`src/rtl/shift_register_param.sv`:
```
// rtl/shift_register_param.sv - WIDTH-bit universal shift register with optional button step detect
module shift_register_param #(
    parameter int               WIDTH       = 10,
    parameter bit               EDGE_STEP   = 1'b1,
    parameter int               SYNC_STAGES = 2,
    parameter logic [WIDTH-1:0] RESET_VALUE = '0
) (
    input  logic                       clk,
    input  logic                       resetn,
    input  logic                       i_step,
    input  logic [2:0]                 i_mode,
    input  logic                       i_val,
    input  logic [WIDTH-1:0]           i_data,
    output logic [WIDTH-1:0]           o_led,
    output logic                       o_shift_out,
    output logic [$clog2(WIDTH+1)-1:0] o_ones,
    output logic                       o_step_ack
);

    localparam int OW = $clog2(WIDTH+1);

    localparam logic [2:0] MODE_HOLD = 3'b000;
    localparam logic [2:0] MODE_SHL  = 3'b001;
    localparam logic [2:0] MODE_SHR  = 3'b010;
    localparam logic [2:0] MODE_ROL  = 3'b011;
    localparam logic [2:0] MODE_ROR  = 3'b100;
    localparam logic [2:0] MODE_LOAD = 3'b101;
    localparam logic [2:0] MODE_CLR  = 3'b110;

    function automatic logic [OW-1:0] popcount(input logic [WIDTH-1:0] v);
        logic [OW-1:0] n;
        n = '0;
        for (int i = 0; i < WIDTH; i++) begin
            n = n + OW'(v[i]);
        end
        return n;
    endfunction

    logic step;

    generate
        if (EDGE_STEP) begin : g_edge
            // Stages and history reset high so a button held through reset release is not a press.
            logic [SYNC_STAGES-1:0] sync_q, sync_d;
            logic                   hist_q, hist_d;

            always_comb begin
                sync_d = {sync_q[SYNC_STAGES-2:0], i_step};
                hist_d = sync_q[SYNC_STAGES-1];
            end

            always_ff @(posedge clk or negedge resetn) begin
                if (!resetn) begin
                    sync_q <= '1;
                    hist_q <= 1'b1;
                end else begin
                    sync_q <= sync_d;
                    hist_q <= hist_d;
                end
            end

            assign step = sync_q[SYNC_STAGES-1] & ~hist_q;
        end else begin : g_level
            assign step = i_step;
        end
    endgenerate

    logic [WIDTH-1:0] led_q, led_d;
    logic             shift_q, shift_d;
    logic [OW-1:0]    ones_q, ones_d;
    logic             ack_q, ack_d;

    always_comb begin
        led_d   = led_q;
        shift_d = shift_q;
        if (step) begin
            case (i_mode)
                MODE_SHL: begin
                    led_d   = {led_q[WIDTH-2:0], i_val};
                    shift_d = led_q[WIDTH-1];
                end
                MODE_SHR: begin
                    led_d   = {i_val, led_q[WIDTH-1:1]};
                    shift_d = led_q[0];
                end
                MODE_ROL: begin
                    led_d   = {led_q[WIDTH-2:0], led_q[WIDTH-1]};
                    shift_d = led_q[WIDTH-1];
                end
                MODE_ROR: begin
                    led_d   = {led_q[0], led_q[WIDTH-1:1]};
                    shift_d = led_q[0];
                end
                MODE_LOAD: led_d = i_data;
                MODE_CLR:  led_d = '0;
                MODE_HOLD: led_d = led_q;
                default:   led_d = led_q;
            endcase
        end
        // Count from the next value so o_ones tracks o_led with no extra cycle.
        ones_d = popcount(led_d);
        ack_d  = step;
    end

    always_ff @(posedge clk or negedge resetn) begin
        if (!resetn) begin
            led_q   <= RESET_VALUE;
            shift_q <= 1'b0;
            ones_q  <= popcount(RESET_VALUE);
            ack_q   <= 1'b0;
        end else begin
            led_q   <= led_d;
            shift_q <= shift_d;
            ones_q  <= ones_d;
            ack_q   <= ack_d;
        end
    end

    assign o_led       = led_q;
    assign o_shift_out = shift_q;
    assign o_ones      = ones_q;
    assign o_step_ack  = ack_q;

endmodule
```
`config.mk`:
```
export PLATFORM = sky130hd
export DESIGN_NAME = shift_register_param
export DESIGN_NICKNAME = d
export VERILOG_FILES = /design/src/rtl/shift_register_param.sv
export SDC_FILE = /design/constraint.sdc
export NUM_CORES = 1
export LEC_CHECK = 0
export ABC_CLOCK_PERIOD_IN_PS = 8700
export BUFFER_PORTS_ARGS = -buffer_cell sky130_fd_sc_hd__buf_2
export CAP_MARGIN = 20
export CORE_MARGIN = 1
export CORE_UTILIZATION = 45
export DETAILED_ROUTE_END_ITERATION = 12
export GPL_ROUTABILITY_DRIVEN = 0
export HOLD_SLACK_MARGIN = 0.06
export PLACE_DENSITY_LB_ADDON = 0.05
export SYNTH_ARGS = -nofsm -noshare
export SYNTH_HDL_FRONTEND = slang
export SYNTH_SLANG_ARGS = --single-unit
```
`constraint.sdc`:
```
create_clock -name clk -period 8.7 [get_ports clk]
set_input_delay 0.87 -clock clk [delete_from_list [all_inputs] [get_ports clk]]
set_output_delay 0.87 -clock clk [all_outputs]
set_load 0.1 [all_outputs]
```
==> results of run 1 <==
[final timing paths]
path | from | to | slack (ns) | depth (start not counted)
worst max-delay path | i_mode[0] | o_ones[2] | 4.31 | 13
worst min-delay path | g_edge.sync_q[0] | g_edge.sync_q[1] | 0.37 | 0
worst max register to register | g_edge.sync_q[1] | o_ones[2] | 4.69 | 13
worst min register to register | g_edge.sync_q[0] | g_edge.sync_q[1] | 0.37 | 0
max in group asynchronous | resetn | g_edge.hist_q | 7.89 | 1
min in group asynchronous | resetn | o_led[0] | 0.48 | 1
[power groups by stage]
stage	sequential [mW]	combinational [mW]	clock (mW)
floorplan	0.246	0.0902	0
global placement	0.124	0.258	0
detailed placement	0.125	0.261	0
CTS	0.123	0.262	0.0496
global route	0.126	0.284	0.0535
finish	0.123	0.257	0.0478
[worst max-delay path: cells and delay by family]
kind | cells | cell delay (ns)
xor gates and xnor gates | 1 | 0.13
and+or+nand+nor | 1 | 0.50
AOI/OAI and AO/OA | 3 | 0.68
buffers and inverters | 3 | 0.35
adders and majority gates | 5 | 2.05
[metrics by stage]
step	power (mW)	hold slack [ns]	setup WS [ns]
floorplan	0.337	0.345	4.49
global placement	0.382	0.349	4.07
detailed placement	0.385	0.348	3.98
CTS	0.435	0.368	4.31
global route	0.463	0.369	4.03
finish	0.428	0.365	4.31
[logic make-up after synthesis]
kind of cell               Yosys count  synth area share, %
buffers and inverters               15                 6.52
muxes                               11                 8.83
DFF                                 19                 38.4
AOI/OAI and AO/OA                   31                 17.5
xor gates and xnor gates             1                0.702
adders and majority gates            8                 11.6
and+or+nand+nor                     34                 16.4
[flip-flops by register name, summed over array words and instances (netlist names)]
signal         cells
o_step_ack         1
o_shift_out        1
g_edge.sync_q      2
o_ones             4
o_led             10
g_edge.hist_q      1
[per-layer routing]
layer  track usage, %  share of wire (%)
met1             28.0                 47
met2             31.7                 46
met3             6.39                6.6
met4             4.70                1.3
met5                0                  0
[final cells by class]
type / instances / share of cell area (%)
tap: 30 / 2.64
clock buffer: 3 / 1.59
timing repair buffer: 32 / 11.3
multi-input combinational: 85 / 48.4
clock inverter: 1 / 0.529
sequential: 19 / 33.7
inverter: 7 / 1.85
[synth_stat cells, drive strengths merged]
cell type   n
ha          2
nor2b       2
nand2      13
and2        4
a21oi       4
and3        1
a21o        1
nand2b      2
inv         7
a22oi       5
xnor2       1
and3b       1
nand3b      1
dfstp       3
o21ai      11
a221o       4
o21a        1
nor2        2
nand3       7
o22a        4
dfrtp      16
fa          6
mux2i      11
buf         8
or3         1
o221ai      1
==> results_dict.tcl, run 1 <==
set metrics [dict create \
    outcome "completed" \
    cts-root-buf "clkbuf_4" \
    die_h_um 54.7 \
    power.switching_uw 242 \
    drive_above_1_share_pct 32.0 \
    power.density_nw_per_um2 301 \
    internal_power_uw 186 \
    clk_pin_slew_ns 0.12 \
    antennaDiodeCount 0 \
    io_pins 33 \
    tritoncts "yes" \
    ys_top_cells_by_area "dfrtp_1 32%, fa_1 9.6%, mux2i_1 8.8%" \
    htreeDepth 1 \
    drt-initial-drc-count 33 \
    worst_slew_pin_slew_ns 0.539 \
    crit_fanout 25 \
    ctsResizeCount 0 \
    die-width_um 54.7 \
    hold_buffers 0 \
    cts.sinks 19 \
    ir_worst_vdd_mv 0.232 \
    fmax_ghz 0.228 \
    seq_area_sq_um 479 \
    slowest_delay_ns 0.50 \
    final_common_cell "buf_2" \
    fin_crit_sh_pct 50.5 \
    multi_input_area_sq_um 687 \
    crit_path_start_kind "input pin" \
    overflow 0 \
    viasPerCell 5.63 \
    fill_cells 242 \
    skew_ns 0.00292 \
    arrival_ns 4.60 \
    setup_viol 0 \
    clkLatencyLatePin_ns 0.30 \
    swShare_pct 56.5 \
    postPlaceCellArea_sq_um 1390 \
    finalWirelength_mm 2.64 \
    final_util_pct 55.8 \
    dieArea_sq_um 2990 \
    portBuffers 32 \
    ys_warn_count 0 \
    yosysSeqAreaShare_pct 38.4 \
    grt_max_degree 26 \
    placedCellCount 173 \
    end_kind "flop" \
    fin_cells 177 \
    yosysTopAreaCell "dfrtp_1" \
    clkPwrFrac_pct 11.2 \
    fin_crit_ns 4.39 \
    wl_per_cell_um 14.9 \
    dr.pass1.iters 4 \
    syn_area_sq_um 1250 \
    synthesis.nets 144 \
    num_vias 997 \
    hold_viol_final 0 \
    antenna_left 0 \
    hold_path.class "flop to flop" \
    pwr-share-comb_pct 60.1 \
    grt_pass1_wl_mm 4.22 \
    synth_cells 119 \
    hpwl_mm 1.95 \
    drv_cap 0 \
    synth_area_per_cell_sq_um 10.5 \
    rsz0062_at_grt "false" \
    synthDominantCellAreaShare_pct 32.1 \
    core_sq_um 2540 \
    clk_path_buf_depth 2 \
    grtUsageTotal_pct 20.6 \
    drc 0 \
    synth-seq-cells 19 \
    grt_pass1_vias 910 \
    cp_common_cell "fa_1" \
    ys_types 31 \
    syn_to_final_growth_pct 13.8 \
    cts_buffers 3 \
    maxSlewHeadroom_pct 64.0 \
    nets 173 \
    sequentialPowerShare_pct 28.7 \
    slew_violations 0 \
    final_cell_mix "32 x buf_2, 16 x dfrtp_1, 13 x nand2_1, 11 x mux2i_1, 11 x o21ai_0" \
    cp_slowest_cell "nor2b_1" \
    critPathRequiredTime_ns 8.90 \
    post-cts-setup-buffers 0 \
    p_leak_nw 0.689 \
    finalSetupTns_ns 0 \
    fin_area_sq_um 1420 \
    antenna_found_initial 0 \
    num_rows 18 \
    path_class "input pin to flop" \
    initial_core_util_pct 49.0 \
    path_cells "buf_2, nor2b_1, a22oi_1, o22a_1, o21ai_0, fa_1, fa_1, inv_1, fa_1, inv_1, ha_1, fa_1, xnor2_1" \
]
Power figures use the tool's default switching activity.
==> run 2, diff against run 1 <==
--- a/config.mk
+++ b/config.mk
@@ -5,7 +5,7 @@
 export SDC_FILE = /design/constraint.sdc
 export NUM_CORES = 1
 export LEC_CHECK = 0
-export ABC_CLOCK_PERIOD_IN_PS = 8700
+export ABC_CLOCK_PERIOD_IN_PS = 4550
 export BUFFER_PORTS_ARGS = -buffer_cell sky130_fd_sc_hd__buf_2
 export CAP_MARGIN = 20
 export CORE_MARGIN = 1
==> constraint.sdc (replaced) <==
create_clock -name clk -period 4.55 [get_ports clk]
set_input_delay 0.455 -clock clk [delete_from_list [all_inputs] [get_ports clk]]
set_output_delay 0.455 -clock clk [all_outputs]
set_load 0.1 [all_outputs]
==> run 2 against run 1 <==
Die area stayed put. Clock-buffer cell count is 1 higher. Sequential power is 91% higher. Total power is 91% higher. Flip-flop and latch count stayed put. Wire length is 1.8% higher. Largest cell class unchanged.
==> results_dict.tcl, run 2 (synthesis gave the netlist of run 1 again) <==
set metrics [dict create \
    viasPerCell 5.65 \
    largest_reg_flops 10 \
    syn_to_final_growth_pct 14.7 \
    outcome "completed" \
    path_cells "nor2b_1, and3_4, nand3_1, and2_1, fa_1, inv_1, fa_1, inv_1, fa_1, inv_1, ha_1, fa_1, xnor2_1" \
    die_h_um 54.7 \
    arrival_ns 4.20 \
    hold_buffers 0 \
    postPlaceCellArea_sq_um 1410 \
    fin_crit_ns 4.01 \
    cts.sinks 19 \
    num_vias 1011 \
    fill_cells 234 \
    num_rows 18 \
    clkLatencyLatePin_ns 0.30 \
    antenna_left 0 \
    p_leak_nw 0.700 \
    worstReg2RegEnd "o_ones[2]" \
    placedCellCount 175 \
    final_cell_mix "32 x buf_2, 16 x dfrtp_1, 13 x nand2_1, 11 x mux2i_1, 11 x o21ai_0" \
    layout_setup_ws_ns 0.545 \
    initial_core_util_pct 49.0 \
    drt-initial-drc-count 24 \
    drv_cap 0 \
    antennaDiodeCount 0 \
    ctsResizeCount 0 \
    rsz0062_at_grt "false" \
    nets 175 \
    portBuffers 32 \
    die-width_um 54.7 \
    critPathRequiredTime_ns 4.75 \
    hold_viol_final 0 \
    multi_input_area_sq_um 687 \
    hpwl_mm 2.01 \
    cts-root-buf "clkbuf_4" \
    clk_path_buf_depth 2 \
    seq_area_sq_um 479 \
    grt_pass1_wl_mm 4.37 \
    ir_worst_vdd_mv 0.443 \
    slowest_delay_ns 0.54 \
    power.density_nw_per_um2 572 \
    p_total_uw 818 \
    grt_pass1_vias 914 \
    path_class "flop to flop" \
    overflow 0 \
    tritoncts "yes" \
    skew_ns 0.00248 \
    crit_path_start_kind "flop" \
    reg2reg_slack_ns 0.54 \
    cts_buffers 3 \
    fin_cells 179 \
    slew_violations 0 \
    fin_area_sq_um 1430 \
    maxSlewHeadroom_pct 67.7 \
    wl_per_cell_um 15.0 \
    grtUsageTotal_pct 21.3 \
    core_sq_um 2540 \
    fin_crit_sh_pct 88.0 \
    cp_common_cell "fa_1" \
    io_pins 33 \
    drc 0 \
    rr_worst_depth 13 \
    clk_pin_slew_ns 0.10 \
    post-cts-setup-buffers 0 \
    grt_max_degree 21 \
    antenna_found_initial 0 \
    fmax_ghz 0.250 \
    post-place-ws_ns 0.435 \
    htreeDepth 1 \
    dieArea_sq_um 2990 \
    final_common_cell "buf_2" \
    finalWirelength_mm 2.69 \
    finalSetupTns_ns 0 \
    r2r_start "g_edge.sync_q[1]" \
    setup_viol 0 \
    crit_fanout 9 \
    cp_slowest_cell "dfstp_2" \
    worst_slew_pin_slew_ns 0.488 \
    drive_above_1_share_pct 32.2 \
    hold_path.class "input pin to async pin" \
    end_kind "flop" \
    dr.pass1.iters 4 \
]
-- run 2: how the worst max path moves through the flow --
stage / to / startpoint / slack [ns] / cells past startpoint
floorplan: o_ones[2] / o_led[9] / 0.44 / 13
global placement: o_ones[2] / i_mode[2] / 0.48 / 13
detailed placement: o_ones[2] / i_mode[2] / 0.44 / 14
CTS: o_ones[2] / g_edge.sync_q[1] / 0.54 / 13
global route: o_ones[2] / g_edge.sync_q[1] / 0.33 / 13
finish: o_ones[2] / g_edge.sync_q[1] / 0.54 / 13
-- run 2: stage by stage --
step / utilization (%) / hold WS, ns
CTS: 56.2 / 0.0837
global route: 56.2 / 0.0972
detailed placement: 55.2 / 0.353
finish: 56.2 / 0.0765
global placement: 55.2 / 0.347
floorplan: - / 0.159
-- run 2: layout make-up --
type / instances / area share (%)
clock buffers: 4 / 1.84
inverters: 7 / 1.84
multi-input cells: 85 / 48.0
flip-flops and latches: 19 / 33.5
well taps: 30 / 2.62
repair buffers: 34 / 12.2
-- run 2: report_power, final --
group | internal, mW | switching [mW] | total (mW)
Combinational | 0.119 | 0.378 | 0.498
Clock | 0.0342 | 0.0514 | 0.0856
Sequential | 0.207 | 0.0285 | 0.235
Total | 0.360 | 0.458 | 0.818
-- run 2: routing by layer --
layer / wire [um] / global-route usage (%) / part of all wire, %
met5: 0 / 0 / 0
met4: 31 / 8.97 / 1.2
met3: 124 / 4.44 / 4.6
met2: 1240 / 32.3 / 46
met1: 1300 / 29.2 / 48
-- run 2: critical path: cells and delay by family (launching register included) --
kind | cells | cell delay [ns]
XOR/XNOR | 1 | 0.13
AND/OR/NAND/NOR | 4 | 0.93
adder cells (fa/ha/maj) | 5 | 2.15
flip-flops | 1 | 0.54
buffers and inverters | 3 | 0.15
==> run 3, diff against run 2 <==
--- a/config.mk
+++ b/config.mk
@@ -5,6 +5,7 @@
 export SDC_FILE = /design/constraint.sdc
 export NUM_CORES = 1
 export LEC_CHECK = 0
+export ABC_AREA = 1
 export ABC_CLOCK_PERIOD_IN_PS = 4550
 export BUFFER_PORTS_ARGS = -buffer_cell sky130_fd_sc_hd__buf_2
 export CAP_MARGIN = 20
==> run 3 against run 2 <==
Combinational power grew 34%. Flip-flop and latch count did not move. Fmax fell by 0.23%. Final cell count is 31% higher. Sequential power up 7%. Synthesized cell count rose by 42%. Clock skew is 0.0069 ns higher. Critical endpoint unchanged. Largest power group unchanged. Highest routed layer unchanged.
==> results_dict.tcl, run 3 <==
set metrics [dict create \
    outcome "completed" \
    postPlaceCellArea_sq_um 1480 \
    hold_ws_ns 0.0744 \
    largest_reg_flops 10 \
    crit_path_start_kind "flop" \
    grt_max_degree 20 \
    reg2reg_slack_ns 0.54 \
    path_class "flop to flop" \
    tritoncts "yes" \
    antenna_found_initial 0 \
    initial_core_util_pct 47.5 \
    clkLatencyLatePin_ns 0.30 \
    multi_input_area_sq_um 676 \
    worstReg2RegEnd "o_ones[2]" \
    rr_worst_depth 17 \
    final_cell_mix "40 x nand2_1, 32 x buf_2, 27 x nor2_1, 26 x inv_1, 16 x dfrtp_1" \
    htreeDepth 1 \
    dieArea_sq_um 3130 \
    end_kind "flop" \
    drc 0 \
    overflow 0 \
    fill_cells 296 \
    rsz0062_at_grt "false" \
    fin_crit_ns 4.01 \
    num_vias 1126 \
    drt-initial-drc-count 36 \
    finalSetupTns_ns 0 \
    ctsResizeCount 0 \
    r2r_start "g_edge.sync_q[1]" \
    final_common_cell "nand2_1" \
    ir_worst_vdd_mv 0.623 \
    power.density_nw_per_um2 667 \
    synthDominantCellAreaShare_pct 30.6 \
    setup_viol 0 \
    drive_above_1_share_pct 33.5 \
    die_h_um 56.0 \
    clk_path_buf_depth 2 \
    crit_fanout 7 \
    syn_area_sq_um 1310 \
    nets 229 \
    antenna_left 0 \
    ys_top_cells_by_area "dfrtp_1 31%, nand2_1 11%, fa_1 9.2%" \
    worst_slew_pin_slew_ns 0.486 \
    syn_to_final_growth_pct 15.3 \
    cts-root-buf "clkbuf_4" \
    cts.sinks 19 \
    hold_path.class "input pin to async pin" \
    hpwl_mm 2.14 \
    arrival_ns 4.21 \
    grtUsageTotal_pct 19.9 \
    critPathRequiredTime_ns 4.74 \
    io_pins 33 \
    portBuffers 32 \
    antennaDiodeCount 0 \
    grt_pass1_wl_mm 4.82 \
    skew_ns 0.00934 \
    ys_types 22 \
    fin_area_sq_um 1510 \
    synth_edf_count 0 \
    synth-seq-cells 19 \
    cts_buffers 3 \
    maxSlewHeadroom_pct 67.8 \
    p_leak_nw 0.818 \
    synthesis.nets 194 \
    synthArstFlopShare_pct 100 \
    fmax_ghz 0.249 \
    fin_crit_sh_pct 88.2 \
    fin_cells 234 \
    seq_area_sq_um 479 \
    yosysTopAreaCell "dfrtp_1" \
    core_sq_um 2760 \
    wl_per_cell_um 11.8 \
    clk_pin_slew_ns 0.12 \
    dr.pass1.iters 4 \
    synth_common_cells "40 x nand2_1, 27 x nor2_1, 26 x inv_1" \
    finalWirelength_mm 2.75 \
    num_rows 19 \
    hold_viol_final 0 \
    yosysSeqAreaShare_pct 36.6 \
    synth_area_per_cell_sq_um 7.75 \
    synth.most_common_cell "nand2_1" \
    grt_pass1_vias 1089 \
    viasPerCell 4.81 \
    hold_buffers 0 \
    synth_cells 169 \
    post-cts-setup-buffers 0 \
    slew_violations 0 \
    die-width_um 56.0 \
    drv_cap 0 \
    placedCellCount 230 \
    p_total_mw 1.01 \
    ys.flop_type "dfrtp_1" \
    ys_warn_count 0 \
]
[run 3: changes by cell type after synthesis, sizes merged, moves of 4 or more]
cell	change
o22a	-4
and2	-4
mux2i	-11
nand4	+7
a21oi	+6
nor2	+30
a221o	-4
a22oi	-5
buf	-5
o21ai	-8
nand2	+32
inv	+24
[run 3: how the worst max path moves through the flow]
| stage | start | end | slack [ns] | cells past startpoint |
|---|---|---|---|---|
| 2_1_floorplan | o_led[9] | o_ones[2] | 0.71 | 12 |
| 3_3_place_gp | i_mode[0] | o_ones[2] | 0.59 | 17 |
| 3_5_place_dp | i_mode[2] | o_ones[2] | 0.54 | 17 |
| 4_1_cts | g_edge.sync_q[1] | o_ones[2] | 0.51 | 17 |
| 5_1_grt | g_edge.sync_q[1] | o_ones[2] | 0.27 | 17 |
| 6_report | g_edge.sync_q[1] | o_ones[2] | 0.54 | 17 |
[run 3: cells by family (layout without fill, tap and decap cells)]
| group | after synthesis | in the layout | share of synthesized area, % |
|---|---|---|---|
| AND/OR/NAND/NOR | 93 | 93 | 32.3 |
| adder cells (fa/ha/maj) | 8 | 8 | 11.1 |
| XOR/XNOR | 1 | 1 | 0.669 |
| buffers and inverters | 35 | 69 | 11.8 |
| flip-flops | 19 | 19 | 36.6 |
| AO/OA/AOI/OAI | 13 | 13 | 7.55 |
[run 3: per-stage QoR]
step | utilization (%) | setup slack (ns)
after floorplan | - | 0.711
after global placement | 53.8 | 0.590
after detailed placement | 53.8 | 0.539
after CTS | 54.8 | 0.510
after global routing | 54.8 | 0.268
final | 54.8 | 0.536
[run 3: layer usage]
metal,global-route usage [%],wire length (um),vias up
met2,32.4,1250,21
li1,-,-,583
met3,3.26,112,4
met5,0,0,-
met4,5.23,27,0
met1,27.8,1360,518
[run 3: cell type report]
class / count / share of cell area (%)
clock buffer: 3 / 1.49
clock inverter: 1 / 0.331
inverter: 32 / 8.04
multi-input combinational: 115 / 44.7
sequential: 19 / 31.7
tap: 31 / 2.57
timing repair buffer: 33 / 11.1
[run 3: where the power goes]
group / internal (mW) / switching (mW) / total (mW)
combinational: 0.164 / 0.504 / 0.668
sequential: 0.219 / 0.0325 / 0.252
clock: 0.0328 / 0.0543 / 0.0871
[run 3: critical path, stage by stage (launching register included)]
cell,delay (ns)
dfstp_2,0.55
inv_1,0.04
nor2_2,0.16
inv_1,0.09
a21oi_2,0.25
buf_4,0.22
nor2_2,0.05
inv_1,0.05
nand2_1,0.06
fa_1,0.51
inv_1,0.06
fa_1,0.53
inv_1,0.05
fa_1,0.50
inv_1,0.04
ha_1,0.22
fa_1,0.38
xnor2_1,0.14
